===== src/rtl/binary_mul_rr_sched_if.sv =====
// Bundle of request, multiplier and response signals for the round-robin multiplier scheduler.
// The slave modport is the scheduler's view. The master modport is the client/multiplier side.
interface binary_mul_rr_sched_if #(
    parameter int W    = 12,
    parameter int NREQ = 4,
    parameter int IDW  = (NREQ > 1) ? $clog2(NREQ) : 1
);
    logic [NREQ-1:0]   req_valid;
    logic [NREQ-1:0]   req_ready;
    logic [NREQ*W-1:0] req_a;
    logic [NREQ*W-1:0] req_b;
    logic [W-1:0]      mul_a;
    logic [W-1:0]      mul_b;
    logic              mul_en;
    logic [2*W-1:0]    mul_p;
    logic              resp_valid;
    logic              resp_ready;
    logic [2*W-1:0]    resp_p;
    logic [IDW-1:0]    resp_id;
    logic              busy;

    modport slave (
        input  req_valid, req_a, req_b, mul_p, resp_ready,
        output req_ready, mul_a, mul_b, mul_en, resp_valid, resp_p, resp_id, busy
    );

    modport master (
        output req_valid, req_a, req_b, mul_p, resp_ready,
        input  req_ready, mul_a, mul_b, mul_en, resp_valid, resp_p, resp_id, busy
    );
endinterface


===== src/rtl/binary_mul_rr_sched.sv =====
// Round-robin scheduler that time-shares one external registered multiplier among NREQ requesters.
// It runs one operation at a time: grant, enable the multiplier for MUL_LAT edges, capture, respond.
module binary_mul_rr_sched #(
    parameter int  W       = 12,
    parameter int  NREQ    = 4,
    parameter int  MUL_LAT = 1,
    localparam int IDW     = (NREQ > 1) ? $clog2(NREQ) : 1,
    localparam int CW      = (MUL_LAT > 1) ? $clog2(MUL_LAT) : 1
) (
    input  logic                  clk,
    input  logic                  rst_n,
    binary_mul_rr_sched_if.slave  bus
);

    typedef enum logic [1:0] {IDLE, ISSUE, CAPT, RESP} state_e;

    state_e          state_q;
    logic [IDW-1:0]  ptr_q;
    logic [CW-1:0]   lat_cnt_q;
    logic [W-1:0]    mul_a_q;
    logic [W-1:0]    mul_b_q;
    logic            mul_en_q;
    logic            resp_valid_q;
    logic [2*W-1:0]  resp_p_q;
    logic [IDW-1:0]  resp_id_q;

    logic            grant_valid_d;
    logic [IDW-1:0]  grant_idx_d;
    logic [IDW-1:0]  ptr_d;
    logic [W-1:0]    grant_a_d;
    logic [W-1:0]    grant_b_d;
    int              idx;

    // Scan from the highest offset down so the valid requester closest to ptr_q is the one kept.
    // NOTE: every output of a combinational block gets a default first, so no path leaves one unassigned and no latch is inferred.
    always_comb begin
        grant_valid_d = 1'b0;
        grant_idx_d   = '0;
        idx           = 0;
        for (int i = NREQ - 1; i >= 0; i--) begin
            idx = int'(ptr_q) + i;
            if (idx >= NREQ) idx = idx - NREQ;
            if (bus.req_valid[idx]) begin
                grant_valid_d = 1'b1;
                grant_idx_d   = IDW'(idx);
            end
        end
        ptr_d     = (int'(grant_idx_d) == NREQ - 1) ? '0 : grant_idx_d + 1'b1;
        grant_a_d = bus.req_a[int'(grant_idx_d)*W +: W];
        grant_b_d = bus.req_b[int'(grant_idx_d)*W +: W];
    end

    // NOTE: the operand and product registers are reset as well, so they read 0 after reset.
    // NOTE: sequential state uses non-blocking assignments, so every register samples pre-edge values.
    always_ff @(posedge clk or negedge rst_n) begin
        if (!rst_n) begin
            state_q      <= IDLE;
            ptr_q        <= '0;
            lat_cnt_q    <= '0;
            mul_a_q      <= '0;
            mul_b_q      <= '0;
            mul_en_q     <= 1'b0;
            resp_valid_q <= 1'b0;
            resp_p_q     <= '0;
            resp_id_q    <= '0;
        end else begin
            case (state_q)
                IDLE: begin
                    if (grant_valid_d) begin
                        mul_a_q   <= grant_a_d;
                        mul_b_q   <= grant_b_d;
                        resp_id_q <= grant_idx_d;
                        ptr_q     <= ptr_d;
                        lat_cnt_q <= '0;
                        mul_en_q  <= 1'b1;
                        state_q   <= ISSUE;
                    end
                end
                ISSUE: begin
                    if (lat_cnt_q == CW'(MUL_LAT - 1)) begin
                        mul_en_q <= 1'b0;
                        state_q  <= CAPT;
                    end else begin
                        lat_cnt_q <= lat_cnt_q + 1'b1;
                    end
                end
                CAPT: begin
                    resp_p_q     <= bus.mul_p;
                    resp_valid_q <= 1'b1;
                    state_q      <= RESP;
                end
                RESP: begin
                    if (bus.resp_ready) begin
                        resp_valid_q <= 1'b0;
                        state_q      <= IDLE;
                    end
                end
                default: state_q <= IDLE;
            endcase
        end
    end

    // The grant is offered only while idle and out of reset. The one-hot ready never lasts past the handshake.
    assign bus.req_ready  = (rst_n && state_q == IDLE && grant_valid_d) ? (NREQ'(1) << grant_idx_d) : '0;
    assign bus.mul_a      = mul_a_q;
    assign bus.mul_b      = mul_b_q;
    assign bus.mul_en     = mul_en_q;
    assign bus.resp_valid = resp_valid_q;
    assign bus.resp_p     = resp_p_q;
    assign bus.resp_id    = resp_id_q;
    assign bus.busy       = (state_q != IDLE);

endmodule


===== src/flat_wrapper.sv =====
// flat-port wrapper written by rule: the top's interface ports become plain ports
module binary_mul_rr_sched_flat 
#(
    parameter int  W       = 12,
    parameter int  NREQ    = 4,
    parameter int  MUL_LAT = 1,
    localparam int IDW     = (NREQ > 1) ? $clog2(NREQ) : 1,
    localparam int CW      = (MUL_LAT > 1) ? $clog2(MUL_LAT) : 1
)
  (clk, rst_n, bus_req_valid, bus_req_a, bus_req_b, bus_mul_p, bus_resp_ready, bus_req_ready, bus_mul_a, bus_mul_b, bus_mul_en, bus_resp_valid, bus_resp_p, bus_resp_id, bus_busy);
  binary_mul_rr_sched_if #(.W(W), .NREQ(NREQ)) bus_i ();
  input  logic clk;
  input  logic rst_n;
  input wire logic [$bits(bus_i.req_valid)-1:0] bus_req_valid;
  input wire logic [$bits(bus_i.req_a)-1:0] bus_req_a;
  input wire logic [$bits(bus_i.req_b)-1:0] bus_req_b;
  input wire logic [$bits(bus_i.mul_p)-1:0] bus_mul_p;
  input wire logic [$bits(bus_i.resp_ready)-1:0] bus_resp_ready;
  output wire logic [$bits(bus_i.req_ready)-1:0] bus_req_ready;
  output wire logic [$bits(bus_i.mul_a)-1:0] bus_mul_a;
  output wire logic [$bits(bus_i.mul_b)-1:0] bus_mul_b;
  output wire logic [$bits(bus_i.mul_en)-1:0] bus_mul_en;
  output wire logic [$bits(bus_i.resp_valid)-1:0] bus_resp_valid;
  output wire logic [$bits(bus_i.resp_p)-1:0] bus_resp_p;
  output wire logic [$bits(bus_i.resp_id)-1:0] bus_resp_id;
  output wire logic [$bits(bus_i.busy)-1:0] bus_busy;
  assign bus_i.req_valid = bus_req_valid;
  assign bus_i.req_a = bus_req_a;
  assign bus_i.req_b = bus_req_b;
  assign bus_i.mul_p = bus_mul_p;
  assign bus_i.resp_ready = bus_resp_ready;
  assign bus_req_ready = bus_i.req_ready;
  assign bus_mul_a = bus_i.mul_a;
  assign bus_mul_b = bus_i.mul_b;
  assign bus_mul_en = bus_i.mul_en;
  assign bus_resp_valid = bus_i.resp_valid;
  assign bus_resp_p = bus_i.resp_p;
  assign bus_resp_id = bus_i.resp_id;
  assign bus_busy = bus_i.busy;
  binary_mul_rr_sched #(.W(W), .NREQ(NREQ), .MUL_LAT(MUL_LAT)) u_core (.clk(clk), .rst_n(rst_n), .bus(bus_i));
endmodule

===== config.mk =====
export PLATFORM = sky130hd
export DESIGN_NAME = binary_mul_rr_sched_flat
export DESIGN_NICKNAME = d
export VERILOG_FILES = /design/src/rtl/binary_mul_rr_sched_if.sv /design/src/rtl/binary_mul_rr_sched.sv /design/src/flat_wrapper.sv
export SDC_FILE = /design/constraint.sdc
export NUM_CORES = 1
export LEC_CHECK = 0
export CAP_MARGIN = 40
export CORE_ASPECT_RATIO = 1.75
export CORE_MARGIN = 4
export CORE_UTILIZATION = 42
export DETAILED_ROUTE_END_ITERATION = 6
export PLACE_DENSITY = 0.95
export SLEW_MARGIN = 10
export SYNTH_ARGS = -nofsm -noshare
export SYNTH_HDL_FRONTEND = slang
export SYNTH_SLANG_ARGS = --single-unit

===== constraint.sdc =====
create_clock -name clk -period 4.27 [get_ports clk]
set_input_delay 0.854 -clock clk [delete_from_list [all_inputs] [get_ports clk]]
set_output_delay 0.854 -clock clk [all_outputs]
set_load 0.01 [all_outputs]

==> results.cfg <==
[finish]
fin_nets = 582
regArea_mm2 = 0.001401
post-route-cell-area_mm2 = 0.005275
area.growth.synth_to_final_pct = 64.56
antenna-diode-count = 0
multiInputGateArea_mm2 = 0.001663
layout.filler_cells = 518
drive_gt1_share_pct = 19.78

[timing]
final.setup.worst_slack_ps = 584.7
whs_ps = 491.1
worst-slew-pin-transition_ps = 795.3
finClkSkew_ps = 6.227
fmax_ghz = 0.2713
min_period_ps = 3685
timing.final.setup_violations = 0
finalHoldViolations = 0
final_critical_path_share_of_the_clock_period_pct = 86.31
rsz_0062_raised_after_global_routing = no
final_setup_tns_ps = 0
slew-limit-headroom_pct = 46.98
report.final.slew_viol_count = 0

[critical_path]
path_type_of_the_worst_setup_path = primary input to output pin
crit_path_most_repeated_cell = sky130_fd_sc_hd__clkdlybuf4s50_1
cp.required_ps = 3420
timing.critical_path.cells = clkdlybuf4s50_1 > nand2_1 > a21o_1 > and2_1 > nor3_1 > clkdlybuf4s50_1
worstSetupStartpoint = bus_req_valid[0]
r2r_end = u_core.bus.mul_b[10]$_DFFE_PN0P_
critical_path_buf_inv_count = 2
critical_path.max_stage_delay_ps = 570
crit_slowest_cell = sky130_fd_sc_hd__clkdlybuf4s50_1
r2r-start = u_core.state_q[0]$_DFFE_PN0P_
endpoint_kind = output pin
reg2regPathDepth = 9
critical_path.max_fanout = 14
critical_path_arrival_ps = 2830
critPathLaunchType = primary input
worst_path_dominant_cell_family = buffers and inverters
rrSetupSlack_ps = 1830

[placed_design]
place_worst_setup_slack_ps = 583.9
dpl_cell_area_mm2 = 0.005137
routabilityCongestion = 0.8469
half_perimeter_wire_length_after_placement_um = 8346
io_buffer_count = 183

[drt]
detail_route.drc_violations = 0
detailedRoute.firstIterationViolations = 85
num_vias = 2896
drt-total-wl_um = 10500
final_antenna_net_count = 0
detail_route.wirelength.met1_um = 3270
drt-pass1-iter-count = 6
route.met3.wl_um = 973
topRoutingLayerUsed = met4
wl_per_cell_um = 19.58
detail_route.vias_per_cell = 5.403
dr_wl_met2_um = 5850

[cts]
postCtsHoldBufs = 0
clock_tree_from_tritoncts = done
tritoncts_sinks = 56
htree_num_levels = 2
clock_tree.root_cell = sky130_fd_sc_hd__clkbuf_16
worstSkewPairLatency_ps = 290
cts_resized = 0
cts_post_setup_buffers_inserted = 0
clockBufferDepth = 2
tritoncts.num_buffers = 5
clock_transition_at_the_registers_of_the_reported_paths_ps = 70

[global_route]
grt_antenna_before_repair = 0
grt_max_degree = 57
grt_util_all_layers_pct = 23.29
grt_pass1_wl_um = 16030
overflow = 0
vias_in_the_first_global_route = 3219

[die]
std_cell_rows = 41
design.core.area_mm2 = 0.007336
floorplan.die.height_um = 123.6
die_w_um = 74.04
initial_core_util_pct = 43.70
die_area_mm2 = 0.009149
pin_count = 184

[min_path]
holdPathEnd = u_core.bus.resp_id[1]$_DFFE_PN0P_
hold_path.class = flop to flop
worstHoldStart = u_core.bus.resp_id[1]$_DFFE_PN0P_
worst_hold_path.num_cells = 2

[pwr]
peakVddDrop_mv = 0.4183
total_leakage_power_nw = 2.139
power.density_mw_per_mm2 = 633.5

[synth]
number_of_enable_flip_flop_cells_after_synthesis = 0
ys.warnings.count = 0
synth_cell_type_count = 35
synthDominantAreaCellType = sky130_fd_sc_hd__dfrtp_1
synth-async-reset-ratio_pct = 100.0
synth_area_per_cell_um2 = 11.79
dominantRegCellSynth = sky130_fd_sc_hd__dfrtp_1
synth.top_cell.area_share_pct = 43.72
synth.top_cells.by_area = sky130_fd_sc_hd__dfrtp_1 44%, sky130_fd_sc_hd__a211oi_2 15%, sky130_fd_sc_hd__mux2_2 8.4%
synthCells = 272
syn_nets = 404
synth.ff_latch_count = 56
synth_sequential_area_ratio_pct = 43.72
syn-cell-area_mm2 = 0.003206

[job]
timing.max_cap.violations = 0

[run_status]
outcome = complete, no violations
synthesized netlist by cell type, types with 2 or more instances:
cell                       instances
sky130_fd_sc_hd__dfrtp_1          56
sky130_fd_sc_hd__and3_1           24
sky130_fd_sc_hd__a21oi_1           2
sky130_fd_sc_hd__o21ai_0           6
sky130_fd_sc_hd__nor2_1           29
sky130_fd_sc_hd__mux2i_1          24
sky130_fd_sc_hd__inv_1             5
sky130_fd_sc_hd__mux2_2           24
sky130_fd_sc_hd__a211oi_2         39
sky130_fd_sc_hd__buf_2             4
sky130_fd_sc_hd__a21o_1            2
sky130_fd_sc_hd__buf_1             2
sky130_fd_sc_hd__buf_4             2
sky130_fd_sc_hd__a211oi_1          9
sky130_fd_sc_hd__o22ai_1           2
sky130_fd_sc_hd__nor3_1            4
sky130_fd_sc_hd__clkbuf_1          4
sky130_fd_sc_hd__buf_6             7
sky130_fd_sc_hd__ha_1              5
sky130_fd_sc_hd__nand2_1           7
area by class of cell:
cell class                 count  area share [%]
clock inverter                 2          0.2372
timing repair buffer         191           36.91
clock buffer                   5           2.372
inverter                       5          0.3558
tap                           86           2.040
sequential                    56           26.57
multi-input combinational    191           31.52
logic make-up after synthesis:
kind of cell               synth area share, %
xor gates and xnor gates                0.2733
AOI/OAI and AO/OA                        21.23
adders and majority gates                1.952
muxes                                    16.35
DFF                                      43.72
and+or+nand+nor                          11.48
buffers and inverters                    4.996
worst register-to-register path: stages (launching register included):
cell	delay [ps]
sky130_fd_sc_hd__dfrtp_1	410
sky130_fd_sc_hd__inv_1	140
sky130_fd_sc_hd__ha_1	230
sky130_fd_sc_hd__inv_1	90
sky130_fd_sc_hd__nor2_2	130
sky130_fd_sc_hd__buf_4	350
sky130_fd_sc_hd__o221ai_4	340
sky130_fd_sc_hd__buf_16	270
sky130_fd_sc_hd__a211oi_1	280
sky130_fd_sc_hd__a211oi_1	70
stage by stage:
step / utilization [%] / power [mW] / std cells
finish: 71.91 / 3.342 / 536
global route: 71.91 / 3.564 / 536
CTS: 71.91 / 3.390 / 536
detailed placement: 70.03 / 2.975 / 529
global placement: 68.91 / 2.821 / 526
floorplan: - / 2.052 / 272
metal layers:
| layer | global-route usage, % | vias up |
|---|---|---|
| li1 | - | 1354 |
| met1 | 21.56 | 1377 |
| met2 | 44.72 | 140 |
| met3 | 7.270 | 25 |
| met4 | 10.09 | 0 |
| met5 | 0 | - |
sequential cells by signal, summed over array words and instances, names as in the netlist:
signal / cells
u_core.state_q: 2
u_core.bus.mul_b: 12
u_core.bus.mul_en: 1
u_core.bus.resp_id: 2
u_core.bus.resp_p: 24
u_core.ptr_q: 2
u_core.bus.resp_valid: 1
u_core.bus.mul_a: 12
cell usage in the layout (no fill, tap or decap), drive strengths merged, types with 6 or more instances in the layout:
cell type	netlist	routed
clkdlybuf4s50	0	182
dfrtp	56	56
a211oi	48	48
nor2	30	30
mux2i	25	25
and3	24	24
mux2	24	24
buf	15	9
nand2	8	8
o21ai	6	6
power breakdown:
part | internal, mW | switching (mW) | total [mW] | leakage [nW]
combinational | 1.08 | 0.896 | 1.97 | 1.43
sequential | 0.807 | 0.167 | 0.973 | 0.639
clock | 0.213 | 0.183 | 0.396 | 0.0657
how the worst max path moves through the flow:
stage,endpoint,cells past startpoint
final,bus_req_ready[2],6
after detailed placement,bus_req_ready[2],6
after global placement,bus_req_ready[0],6
after global routing,bus_req_ready[2],6
after floorplan,bus_req_ready[1],5
after CTS,bus_req_ready[2],6
(Power assumes the default switching activity.)
==> patch 1, RTL diff (same flow settings) <==
`MUL_LAT` is set to 1 in 2 places; all go to 2.
--- a/src/rtl/binary_mul_rr_sched.sv
+++ b/src/rtl/binary_mul_rr_sched.sv
@@ -3,7 +3,7 @@
 module binary_mul_rr_sched #(
     parameter int  W       = 12,
     parameter int  NREQ    = 4,
-    parameter int  MUL_LAT = 1,
+    parameter int  MUL_LAT = 2,
     localparam int IDW     = (NREQ > 1) ? $clog2(NREQ) : 1,
     localparam int CW      = (MUL_LAT > 1) ? $clog2(MUL_LAT) : 1
 ) (
--- a/src/flat_wrapper.sv
+++ b/src/flat_wrapper.sv
@@ -3,7 +3,7 @@
 #(
     parameter int  W       = 12,
     parameter int  NREQ    = 4,
-    parameter int  MUL_LAT = 1,
+    parameter int  MUL_LAT = 2,
     localparam int IDW     = (NREQ > 1) ? $clog2(NREQ) : 1,
     localparam int CW      = (MUL_LAT > 1) ? $clog2(MUL_LAT) : 1
 )
Function: changed (a bounded check fails within 4 cycles, from zero or initial values and one cycle with rst_n low).
==> patch 1 against the original RTL <==
- routed wire length is 6.9% lower
- via count is 1.1% higher
- sequential cell count is 1 higher
- total power is 6.2% higher
- setup slack worse by 0.27 ns
- critical path type unchanged
- final area is 0.74% lower
- global-route usage is 0.36 points lower
- synthesized area is 5.6% lower
==> patch 1: results (changes against the original RTL) <==
- The weighted congestion reported at the end of routability-driven placement is 0.817 (-3.5%).
- The later-pin clock latency in the skew report is 0.33 ns (+0.04 ns).
- The flip-flop count of the largest register, all copies and words added came to 24 (unchanged).
- The pin count of the biggest net entering global routing is 58 (+1.8%).
- The share of cells above drive strength 1 is 0.114 (-0.0833).
- The clock-pin slew on the worst setup and hold paths is 0.05 ns (-0.02 ns).
- The number of distinct library cells after synthesis is 33 (-5.7%).
- The net switching fraction of the power is 0.346 (-0.0262).
- The number of iterations in the first detailed-routing pass is 4 (-2).
- The worst path arrival time was 3.10 ns (+0.27 ns).
- The number of buffers on the longest clock path came to 2 (unchanged).
- The run finished with clean final reports.
- The largest fanout of any net on the critical path is 5 (-9).
- The worst-case clock skew came to 0.00526 ns (-0.000971 ns).
- The via count of the first global-routing pass is 3207 (-0.37%).
- The TritonCTS buffer count came to 9 (+4).
- By area the synthesized netlist is led by sky130_fd_sc_hd__dfrtp_1, sky130_fd_sc_hd__a211oi_1, sky130_fd_sc_hd__mux2_2.
- The sequential-to-total area share from yosys stat is 0.471 (+0.0343).
- The global-route usage over all layers is 0.229 (-0.00357).
- The placement-stage worst setup slack is 0.316 ns (-0.268 ns).
- The worst-case vdd ir drop is 0.420 mV (+0.34%).
- The final layout net count came to 590 (+1.4%).
- The total number of H-tree levels is 3 (+1).
- The filler cell count is 471 (-9.1%).
- The detailed placement HPWL is 7660 um (-8.2%).
- The number of DRC violations after detailed-routing iteration 0 was 101 (+19%).
- By count the netlist is led by sky130_fd_sc_hd__dfrtp_1, sky130_fd_sc_hd__a211oi_1, sky130_fd_sc_hd__nor2_1.
- The net count after synthesis is 408 (+0.99%).
- The via total after detailed routing was 2927 (+1.1%).
- The leakage power is 0.00219 uW (+2.3%).
-- patch 1: changes by cell type in the layout (fill, tap and decap cells not counted), sizes merged, moves of 2 or more --
cell	unedited run	this run
o22ai	2	0
clkbuf	5	14
nand2	8	10
o21ai	6	8
-- patch 1: cells by family (layout without fill, tap and decap cells) --
| group | after synthesis | after routing | share of synthesized area |
|---|---|---|---|
| AOI/OAI and AO/OA | 64 | 64 | 0.159 |
| buffers and inverters | 24 | 211 | 0.0409 |
| and+or+nand+nor | 76 | 76 | 0.133 |
| DFF | 57 | 57 | 0.471 |
| xor gates and xnor gates | 1 | 1 | 0.00290 |
| adders and majority gates | 5 | 5 | 0.0207 |
| muxes | 49 | 49 | 0.172 |
-- patch 1: layer usage --
metal	global-route usage	routed length (um)
met5	0	0
met4	0.101	276
met3	0.0599	762
met2	0.439	5430
met1	0.218	3300
-- patch 1: cell type report --
type | count | area share
inverters | 5 | 0.00358
well taps | 84 | 0.0201
clock buffers | 14 | 0.0523
repair buffers | 190 | 0.363
multi-input cells | 195 | 0.282
clock inverters | 2 | 0.00669
flip-flops and latches | 57 | 0.272
-- patch 1: stage by stage --
stage          std cells  instance area, sq um
3_5_place_dp         531                  4930
6_report             547                  5240
2_1_floorplan        276                  3030
3_3_place_gp         530                  4900
5_1_grt              547                  5240
4_1_cts              547                  5240
-- patch 1: worst max-delay path, stage by stage --
cell	delay [ns]
sky130_fd_sc_hd__clkdlybuf4s50_1	0.54
sky130_fd_sc_hd__nand4b_1	0.14
sky130_fd_sc_hd__o21ai_1	0.15
sky130_fd_sc_hd__or4_4	0.62
sky130_fd_sc_hd__nor3_1	0.22
sky130_fd_sc_hd__clkdlybuf4s50_1	0.57
-- patch 1: worst paths after layout --
kind / from / to / slack [ns] / depth (start not counted)
max reg2reg: u_core.state_q[0] / u_core.bus.mul_b[6] / 1.98 / 9
min: u_core.bus.resp_id[1] / u_core.bus.resp_id[1] / 0.49 / 1
min reg2reg: u_core.bus.resp_id[1] / u_core.bus.resp_id[1] / 0.49 / 1
min in group asynchronous: rst_n / u_core.bus.resp_p[13] / 0.71 / 2
max in group asynchronous: rst_n / u_core.bus.mul_b[0] / 3.09 / 2
max: bus_req_valid[3] / bus_req_ready[2] / 0.31 / 6
-- patch 1: power by group through the flow --
stage / Clock (uW) / Sequential (uW) / Combinational, uW
global placement: 0 / 971 / 1760
detailed placement: 0 / 993 / 1850
global route: 765 / 1020 / 2000
floorplan: 0 / 1090 / 863
finish: 727 / 982 / 1840
CTS: 738 / 985 / 1860
==> patch 2, RTL diff (same settings) <==
Without the edit above. The 4 states of `state_e` get a Gray code encoding in 2 bits.
--- a/src/rtl/binary_mul_rr_sched.sv
+++ b/src/rtl/binary_mul_rr_sched.sv
@@ -12,7 +12,7 @@
     binary_mul_rr_sched_if.slave  bus
 );
 
-    typedef enum logic [1:0] {IDLE, ISSUE, CAPT, RESP} state_e;
+    typedef enum logic [1:0] {IDLE = 2'b00, ISSUE = 2'b01, CAPT = 2'b11, RESP = 2'b10} state_e;
 
     state_e          state_q;
     logic [IDW-1:0]  ptr_q;
Formal check against the unedited RTL: same outputs for any inputs over 4 cycles, from zero or initial values and one cycle with rst_n low; so few cycles prove little.
==> patch 2 against the original RTL <==
- synthesized area is 0.23% higher
- core utilization shrank 2.5 points
- sequential cell count is the same
- largest cell class unchanged
- routed wire length down 3.4%
- critical path type unchanged
- final area fell by 1.1%
- via count fell by 2.0%
- setup slack improved by 0.032 ns
- total power down 3.1%
- count of clock-buffer cells in the layout up 1
==> patch 2: results (changes against the original RTL) <==
- The worst path arrival time is 2.80 ns (-0.03 ns).
- The global-route usage over all layers is 0.220 (-0.0131).
- In the post-synthesis netlist, the biggest area contributors are sky130_fd_sc_hd__dfrtp_1, sky130_fd_sc_hd__a211oi_2, sky130_fd_sc_hd__mux2_2.
- The hold path endpoint is u_core.bus.resp_valid.
- The post-cts sizing count is 0 (unchanged).
- The detailed placement HPWL is 7900 um (-5.3%).
- The launch instance of the worst register-to-register path is u_core.ptr_q[1].
- The worst-case hold slack is 0.487 ns (-0.00451 ns).
- The later-pin clock latency in the skew report was 0.29 ns (about the same).
- In this run the most critical hold path is launched from u_core.bus.resp_valid.
- The reg-to-reg critical path endpoint is u_core.bus.mul_b[2].
- The flow ran to the end, and the final reports show no timing, DRC or antenna violations.
- The path depth of the worst reg2reg path was 6 (-3).
- The transition at the pin with the smallest max-transition slack was 0.878 ns (+0.0832 ns).
- Counting instances in the post-synthesis netlist gives the leading cell types as sky130_fd_sc_hd__dfrtp_1, sky130_fd_sc_hd__a211oi_2, sky130_fd_sc_hd__nor2_1.
- The worst-case clock skew is 0.00578 ns (-0.000449 ns).
- The cell area reported after detailed placement is 5050 sq um (-1.7%).
- The number of buffers added for setup after CTS came to 0 (unchanged).
- The weighted congestion reported at the end of routability-driven placement is 0.824 (-2.7%).
- The leakage power is 0.00212 uW (-1.1%).
- The number of antenna violations at the first check in global routing was 0 (unchanged).
- The sequential-to-total area share from yosys stat is 0.436 (-0.00102).
- The final layout net count was 569 (-2.2%).
- The filler cell count is 561 (+8.3%).
- The largest fanout of any net on the critical path is 5 (-9).
- The wire length of the first global-routing pass is 15300 um (-4.4%).
- The net count after synthesis came to 392 (-3.0%).
- The via total after detailed routing is 2839 (-2.0%).
- The share of cells above drive strength 1 came to 0.217 (+0.0189).
- The reg-to-reg setup timing slack is 1.90 ns (+0.07 ns).
- The worst-case vdd ir drop is 0.449 mV (+7.4%).
- The via count of the first global-routing pass is 3146 (-2.3%).
- The number of distinct library cells after synthesis is 34 (-2.9%).
- The number of iterations in the first detailed-routing pass is 4 (-2).
- The maximum single-stage delay on the critical path is 0.63 ns (+0.06 ns).
- The routed length per placed instance came to 19.1 um (-2.5%).
- The number of DRC violations after detailed-routing iteration 0 is 88 (+3.5%).
- The clock-pin slew on the worst setup and hold paths came to 0.07 ns (about the same).
==> patch 2: changes by cell type after synthesis, moves of 4 or more <==
cell and delta:
sky130_fd_sc_hd__and3_1 -5, sky130_fd_sc_hd__and3_2 +5, sky130_fd_sc_hd__buf_6 +4, sky130_fd_sc_hd__ha_1 -5
sky130_fd_sc_hd__nor3_1 -4, sky130_fd_sc_hd__o21ai_0 -4
==> patch 2: logic make-up after synthesis <==
| group | count (synthesis) | share of synthesized area |
|---|---|---|
| mux | 49 | 0.163 |
| buf+inv | 23 | 0.0592 |
| xor+xnor | 1 | 0.00273 |
| compound gates | 61 | 0.212 |
| flops | 56 | 0.436 |
| simple gates | 75 | 0.127 |
==> patch 2: how the worst max path moves through the flow <==
stage                     cells after the start  slack, ns          endpoint             start
final                                         7       0.62  bus_req_ready[1]  bus_req_valid[1]
after global placement                        7       0.69  bus_req_ready[1]  bus_req_valid[1]
after detailed placement                      7       0.62  bus_req_ready[1]  bus_req_valid[1]
after floorplan                               6       1.60  bus_req_ready[1]  bus_req_valid[0]
after global routing                          7       0.51  bus_req_ready[1]  bus_req_valid[1]
after CTS                                     7       0.62  bus_req_ready[1]  bus_req_valid[1]
==> patch 2: routing by layer <==
metal | share of wire | GRT usage | up-vias
met1 | 0.33 | 0.210 | 1368
met4 | 0.025 | 0.0998 | 0
li1 | - | - | 1321
met3 | 0.11 | 0.0880 | 18
met2 | 0.53 | 0.400 | 132
met5 | 0 | 0 | -
==> patch 2: power breakdown <==
group / total, uW / leakage [uW] / internal, uW / switching [uW]
combinational: 1820 / 0.00140 / 993 / 824
clock: 461 / 0.0000808 / 276 / 185
sequential: 960 / 0.000636 / 800 / 160
total: 3240 / 0.00212 / 2070 / 1170
==> patch 2: through the flow <==
stage          instances  utilization  setup WS (ns)
6_report             531        0.694          0.617
5_1_grt              531        0.694          0.511
4_1_cts              531        0.694          0.618
3_5_place_dp         523        0.672          0.618
3_3_place_gp         521        0.667          0.690
2_1_floorplan        265            -           1.60
==> patch 2: area by class of cell <==
class	instances	area share
clock inverter	2	0.00672
inverter	3	0.00216
multi-input combinational	186	0.311
clock buffer	6	0.0247
timing repair buffer	190	0.366
tap	88	0.0211
sequential	56	0.269
==> patch 2: worst min-delay path: cells and delay by family, from the launching register on <==
| kind | cells | cell delay (ns) |
|---|---|---|
| DFF | 1 | 0.35 |
| and+or+nand+nor | 2 | 0.10 |
